**config.mk**
```make
export PLATFORM = sky130hd
export DESIGN_NAME = truth_sweep_ctrl
export DESIGN_NICKNAME = d
export VERILOG_FILES = /design/src/rtl/truth_sweep_ctrl.sv
export SDC_FILE = /design/constraint.sdc
export NUM_CORES = 1
export LEC_CHECK = 0
export BUFFER_PORTS_ARGS = -buffer_cell sky130_fd_sc_hd__buf_4
export CORE_ASPECT_RATIO = 1.5
export CORE_MARGIN = 2
export CORE_UTILIZATION = 54
export DETAILED_ROUTE_END_ITERATION = 8
export HOLD_SLACK_MARGIN = 0.12
export PLACE_DENSITY = 0.77
export SLEW_MARGIN = 20
export SYNTH_ARGS = -nofsm -noshare
export SYNTH_HDL_FRONTEND = slang
export SYNTH_SLANG_ARGS = --single-unit
```
**constraint.sdc**
```tcl
create_clock -name clk -period 2.4 [get_ports clk]
set_input_delay 0.72 -clock clk [delete_from_list [all_inputs] [get_ports clk]]
set_output_delay 0.72 -clock clk [all_outputs]
set_load 0.01 [all_outputs]
```
**src/rtl/truth_sweep_ctrl.sv**
```systemverilog
// Sweeps all 2^N_IN input vectors into a combinational unit and checks the responses against EXPECTED.
// Latency: 2^N_IN*(SETTLE+2)+1 cycles from accepted start to done; start is sampled only while idle.
// Optional zero-response counter is built when TRUTH_SWEEP_ZERO_CNT_EN is defined.
module truth_sweep_ctrl #(
   parameter int N_IN   = 3,
   parameter int N_OUT  = 2,
   parameter int SETTLE = 2,
   parameter logic [N_OUT*(2**N_IN)-1:0] EXPECTED = 16'hE994
) (
   input  logic              clk,
   input  logic              rst,
   input  logic              start,
   output logic [N_IN-1:0]   dut_in,
   input  logic [N_OUT-1:0]  dut_out,
   output logic              busy,
   output logic              done,
   output logic              pass,
   output logic [N_IN:0]     err_count,
   output logic              fail_seen,
   output logic [N_IN-1:0]   first_fail
`ifdef TRUTH_SWEEP_ZERO_CNT_EN
   ,
   output logic [N_IN:0]     zero_count
`endif
);

   localparam int CW = (SETTLE > 1) ? $clog2(SETTLE + 1) : 1;
   localparam logic [N_IN-1:0] IDX_LAST = {N_IN{1'b1}};

   typedef enum logic [2:0] {
      S_IDLE,
      S_DRIVE,
      S_WAIT,
      S_SAMPLE,
      S_FINISH
   } state_t;

   state_t          state_q;
   state_t          state_d;
   logic [N_IN-1:0] idx_q;
   logic [CW-1:0]   cnt_q;
   logic            mismatch;

   assign mismatch = (dut_out != EXPECTED[idx_q*N_OUT +: N_OUT]);

   always_ff @(posedge clk) begin
      if (rst) begin
         state_q <= S_IDLE;
      end else begin
         state_q <= state_d;
      end
   end

   always_comb begin
      state_d = state_q;
      case (state_q)
         S_IDLE:   if (start) state_d = S_DRIVE;
         S_DRIVE:  state_d = (SETTLE == 0) ? S_SAMPLE : S_WAIT;
         S_WAIT:   if (cnt_q == CW'(1)) state_d = S_SAMPLE;
         S_SAMPLE: state_d = (idx_q == IDX_LAST) ? S_FINISH : S_DRIVE;
         S_FINISH: state_d = S_IDLE;
         default:  state_d = S_IDLE;
      endcase
   end

   // Results are registered and hold in IDLE until the next accepted start.
   always_ff @(posedge clk) begin
      if (rst) begin
         idx_q      <= '0;
         cnt_q      <= '0;
         dut_in     <= '0;
         busy       <= 1'b0;
         done       <= 1'b0;
         pass       <= 1'b0;
         err_count  <= '0;
         fail_seen  <= 1'b0;
         first_fail <= '0;
`ifdef TRUTH_SWEEP_ZERO_CNT_EN
         zero_count <= '0;
`endif
      end else begin
         done <= 1'b0;
         case (state_q)
            S_IDLE: begin
               if (start) begin
                  idx_q      <= '0;
                  err_count  <= '0;
                  fail_seen  <= 1'b0;
                  first_fail <= '0;
                  pass       <= 1'b0;
                  busy       <= 1'b1;
`ifdef TRUTH_SWEEP_ZERO_CNT_EN
                  zero_count <= '0;
`endif
               end
            end
            S_DRIVE: begin
               dut_in <= idx_q;
               cnt_q  <= CW'(SETTLE);
            end
            S_WAIT: begin
               cnt_q <= cnt_q - 1'b1;
            end
            S_SAMPLE: begin
               if (mismatch) begin
                  err_count <= err_count + 1'b1;
                  if (!fail_seen) begin
                     first_fail <= idx_q;
                     fail_seen  <= 1'b1;
                  end
               end
`ifdef TRUTH_SWEEP_ZERO_CNT_EN
               if (dut_out == '0) zero_count <= zero_count + 1'b1;
`endif
               if (idx_q != IDX_LAST) idx_q <= idx_q + 1'b1;
            end
            S_FINISH: begin
               done   <= 1'b1;
               busy   <= 1'b0;
               pass   <= (err_count == '0);
               dut_in <= '0;
            end
            default: ;
         endcase
      end
   end

endmodule

```
# After elaboration in Yosys (flattened, before gate mapping)
# Cells that the tools add are included.
[word_totals] regBits=22 input_bits=5 output_inout_bits=14 wordCells=60
[op_classes] mux=22 n_eq_ne=13 add_sub_neg=3 reduce_logical=11 n_shift=1
[op_table] op="$mux 3" count=7
[op_table] op="$pmux 3 s2" count=3
[op_table] op="$shiftx 16x5->2 const A" count=1
[op_table] op="$pmux 3 s4" count=1
[op_table] op="$ne 2x2->1 const B" count=5
[op_table] op="$mux 4" count=2
[op_table] op="$pmux 4 s2" count=1
[op_table] op="$reduce_bool 2->1" count=4
[op_table] op="$eq 3x2->1 const B" count=2
[op_table] op="$eq 3x3->1 const B" count=2
[op_table] op="$pmux 1 s2" count=3
[op_table] op="$reduce_and 3->1" count=2
[op_table] op="$add 4x1->4 const B" count=1
[op_table] op="$logic_not 4->1" count=1
[op_table] op="$mux 1" count=4
[op_table] op="$pmux 2 s2" count=1
[op_table] op="$reduce_and 2->1" count=2
[op_table] op="$reduce_and 4->1" count=1
[op_table] op="$add 3x1->3 const B" count=1
[op_table] op="$eq 3x1->1 const B" count=1
[op_table] op="$logic_not 3->1" count=1
[op_table] op="$ne 3x3->1 const B" count=1
[op_table] op="$eq 2x1->1 const B" count=1
[op_table] op="$ne 2x2->1" count=1
[op_table] op="$sub 2x1->2 const B" count=1

# Logic depth before layout (Yosys ltp)
[depth] ltp_word=4 mapped_depth=6 ltp_nobuf=6

# Worst setup path after synthesis
# No wires, ideal clock.
[synth_path] kind="register to register" startpoint="register idx_q[0]" endpoint="register err_count[0]" setup_time_ps=123 stages_incl_launch_ff=7 required_time_ps=2277 setup_slack_ps=569 period_less_slack_ps=1831 n_path_buf=0 arrival_ps=1708 path_cell_list="dfxtp_1 > inv_1 > ha_1 > xnor2_1 > o21a_1 > o21ai_1 > mux2_1"
[synth_between] elab_chain_len=4
[synth_rtl] item="start, declared" line="40" text="logic [N_IN-1:0] idx_q;"
[synth_rtl] item="start signal, assigned" line="115" text="if (idx_q != IDX_LAST) idx_q <= idx_q + 1'b1;"
[synth_rtl] item="$shiftx 16x5->2" line="44" text="assign mismatch = (dut_out != EXPECTED[idx_q*N_OUT +: N_OUT]);"
[synth_rtl] item="$ne 2x2->1" line="44"
[synth_rtl] item="$ne 2x2->1 (no source line)"
[synth_rtl] item="$reduce_and 3->1 (no source line)"
[synth_rtl] item="end signal, assigned" line="106" text="err_count <= err_count + 1'b1;"
[synth_rtl] item="end, declared" line="18" text="output logic [N_IN:0] err_count,"
# Every way passes these cells.
# A chain may end at the register's enable or synchronous reset.

# Worst setup path after layout
# Ends and elaborated chain as after synthesis.

==> flow_summary.toml <==
[final_layout]
final_cells = 173
nNetsFinal = 163
syn2layout_area_growth_pct = 16.3
drive_gt1_share_pct = 18.5
final_area_um2 = 1340
antenna_cells = 0

[logic_synthesis]
yosysUniqueCellTypes = 39
netlist_area_um2 = 1150
yosysMostFrequentCell = "dfxtp_1"
synth-seq-cells = 22
synth-async-reset-ratio_pct = 0
synth.top_cell.area_share_pct = 38.3
synthXorXnorAreaFrac_pct = 3.04
synthMuxAreaShare_pct = 6.63
dominantRegCellSynth = "dfxtp_1"
yosys-top-cells-count = "dfxtp_1, nor2_1, a21oi_1, nand2_1"
yosys_warnings = 0
synth_compound_area_share_pct = 17.7
synth_nets = 144
synth-simple-area-share_pct = 23.3
synth_area_leader_cell = "dfxtp_1"
ys_seq_area_share_pct = 38.3
postSynthAreaPerCell_um2 = 8.65
synth_top_family_by_area = "simple AND/OR/NAND/NOR gates"
yosys.area_share.adder_pct = 6.52
synth-edff-count = 0
syn_inst = 133
synth_area_leaders = "dfxtp_1, ha_1, nor2_1, mux2i_1, a21oi_1"

[floorplan]
fp.dieArea_um2 = 2520
die_w_um = 41.7
core.rowCount = 20
initial_core_util_pct = 56.8
io_pins = 19
core_um2 = 2030
fp.dieH_um = 60.5

[worst_setup_path]
worstSetupPathType = "reg2reg"
path_cells = "inv_1 -> ha_1 -> xnor2_1 -> o21a_1 -> o21ai_1 -> mux2_1"
reg2reg_slack_ns = 0.33
cp_max_fo = 7
cpMaxStageDelayCell = "dfxtp_1"
worstPathArrival_ns = 2.27
start_kind = "register"
crit_path_end_kind = "register"
slowest_delay_ns = 0.46
required_ns = 2.61

[sta]
rsz0062_at_grt = "false"
max_freq_ghz = 0.484
timing.final.crit_share_pct = 86.1
min_period_ns = 2.07
max_slew_margin_pct = 69.3
worst_clock_skew_ns = 0.00271
tightest_slew_ns = 0.460
hold_violations = 0
tns_ns = 0
final-setup-viol-count = 0
final_max_slew_viol_count = 0

[placement]
postPlaceCellArea_um2 = 1300
io_buffer_count = 18
post-dp-hpwl_um = 1640
dp.cells = 169
place.gp.congestion = 0.803

[route]
final_antenna_net_count = 0
wl_per_cell_um = 13.2
vias_per_cell = 5.73
drcViolationCount = 0
via_count = 992
totalWireLength_um = 2280
drt-initial-drc-count = 22
drtPass1Iterations = 4

[global_routing]
grt.met3_usage_pct = 2.98
grt_max_degree = 28
overflow = 0
top_usage_layer = "met2"
antenna_found_initial = 0
grt_pass1_wl_um = 3840
met2_usage_pct = 35.7
grt_usage_pct = 19.5
first_global_vias = 928
grt_use_met1_pct = 21.8

[worst_hold_path]
holdCritPathClass = "reg2reg"

[cts]
insertion_delay_ns = 0.31
post_cts_buffers = 0
cts_tree = "yes"
cts_resized = 0
holdBufCountCts = 0
cts.path.max_buffers = 2
htree_levels = 1
clk_root_buffer_cell = "clkbuf_4"
clk_pin_slew_worst_paths_ns = 0.12
cts.sinks = 22
cts_buffers = 3

[outcome]
status = "finished clean"

[run]
cap_violations = 0

[power]
powerDensity_nw_per_um2 = 527
irDropWorstVdd_uv = 337
leakage_uw = 0.000548
area by class of cell:
class | instances | area (µm²)
Timing Repair Buffer | 20 | 150
Multi-Input combinational cell | 98 | 658
Clock buffer | 4 | 36.3
Fill cell | 178 | 688
Inverter | 7 | 26.3
Tap cell | 22 | 27.5
Sequential cell | 22 | 440
worst max-delay path: cells and delay by family, from the launching register on:
kind | cells | cell delay [ns]
buffers and inverters | 1 | 0.08
adder cells (fa/ha/maj) | 1 | 0.32
flip-flops | 1 | 0.46
AO/OA/AOI/OAI | 2 | 0.58
multiplexers | 1 | 0.36
XOR/XNOR | 1 | 0.16
sequential cells by signal, indices dropped and copies added (netlist names):
signal / count
err_count: 4
dut_in: 3
first_fail: 3
idx_q: 3
state_q: 3
cnt_q: 2
busy: 1
done: 1
fail_seen: 1
pass: 1
kinds of logic after synthesis:
logic type | Yosys count
simple gates | 51
compound gates | 30
flops | 22
buf+inv | 13
mux | 7
fa+ha+maj | 6
xor+xnor | 4
power breakdown:
part           total [µW]  switching (µW)  internal (µW)  leakage, µW
logic                 109            57.7           51.4     0.000349
clock network         205             112           92.7    0.0000210
registers             392            14.6            377     0.000178
total                 706             185            521     0.000548
layout by cell type, fill, tap and decap left out, drive strengths merged, types with 2 or more instances in the layout:
| master | Yosys | final |
|---|---|---|
| a21oi | 9 | 9 |
| a22oi | 5 | 5 |
| a2bb2oi | 3 | 3 |
| buf | 3 | 20 |
| clkbuf | 3 | 4 |
| dfxtp | 22 | 22 |
| ha | 6 | 6 |
| inv | 7 | 7 |
| mux2 | 2 | 2 |
| mux2i | 5 | 5 |
| nand2 | 9 | 9 |
| nand2b | 6 | 6 |
| nand3 | 2 | 2 |
| nand3b | 3 | 3 |
| nor2 | 16 | 16 |
| nor2b | 2 | 2 |
| nor3 | 5 | 5 |
| o21a | 2 | 2 |
| o21ai | 3 | 3 |
| xnor2 | 4 | 4 |
per-stage QoR:
step	hold WS, ns	utilization [%]	worst slack, ns	power, µW
6_report	0.466	66.0	0.334	706
5_1_grt	0.501	66.0	0.158	738
4_1_cts	0.468	66.0	0.354	711
3_5_place_dp	0.451	64.3	0.366	509
3_3_place_gp	0.444	64.3	0.409	504
2_1_floorplan	0.479	-	0.569	477
worst paths after layout:
check,startpoint,endpoint,depth (start not counted)
max reg2reg,idx_q[0]$_SDFFE_PP0P_,err_count[0]$_SDFFE_PP0P_,6
min,pass$_SDFFE_PP0P_,pass$_SDFFE_PP0P_,2
max,idx_q[0]$_SDFFE_PP0P_,err_count[0]$_SDFFE_PP0P_,6
min reg2reg,pass$_SDFFE_PP0P_,pass$_SDFFE_PP0P_,2
metal layers:
layer,vias to the layer above,part of all wire (%)
met5,-,0
met4,0,1.8
met3,5,3.9
met2,24,50
met1,457,44
li1,506,-
Note: power is estimated with default switching activity, not from simulation.
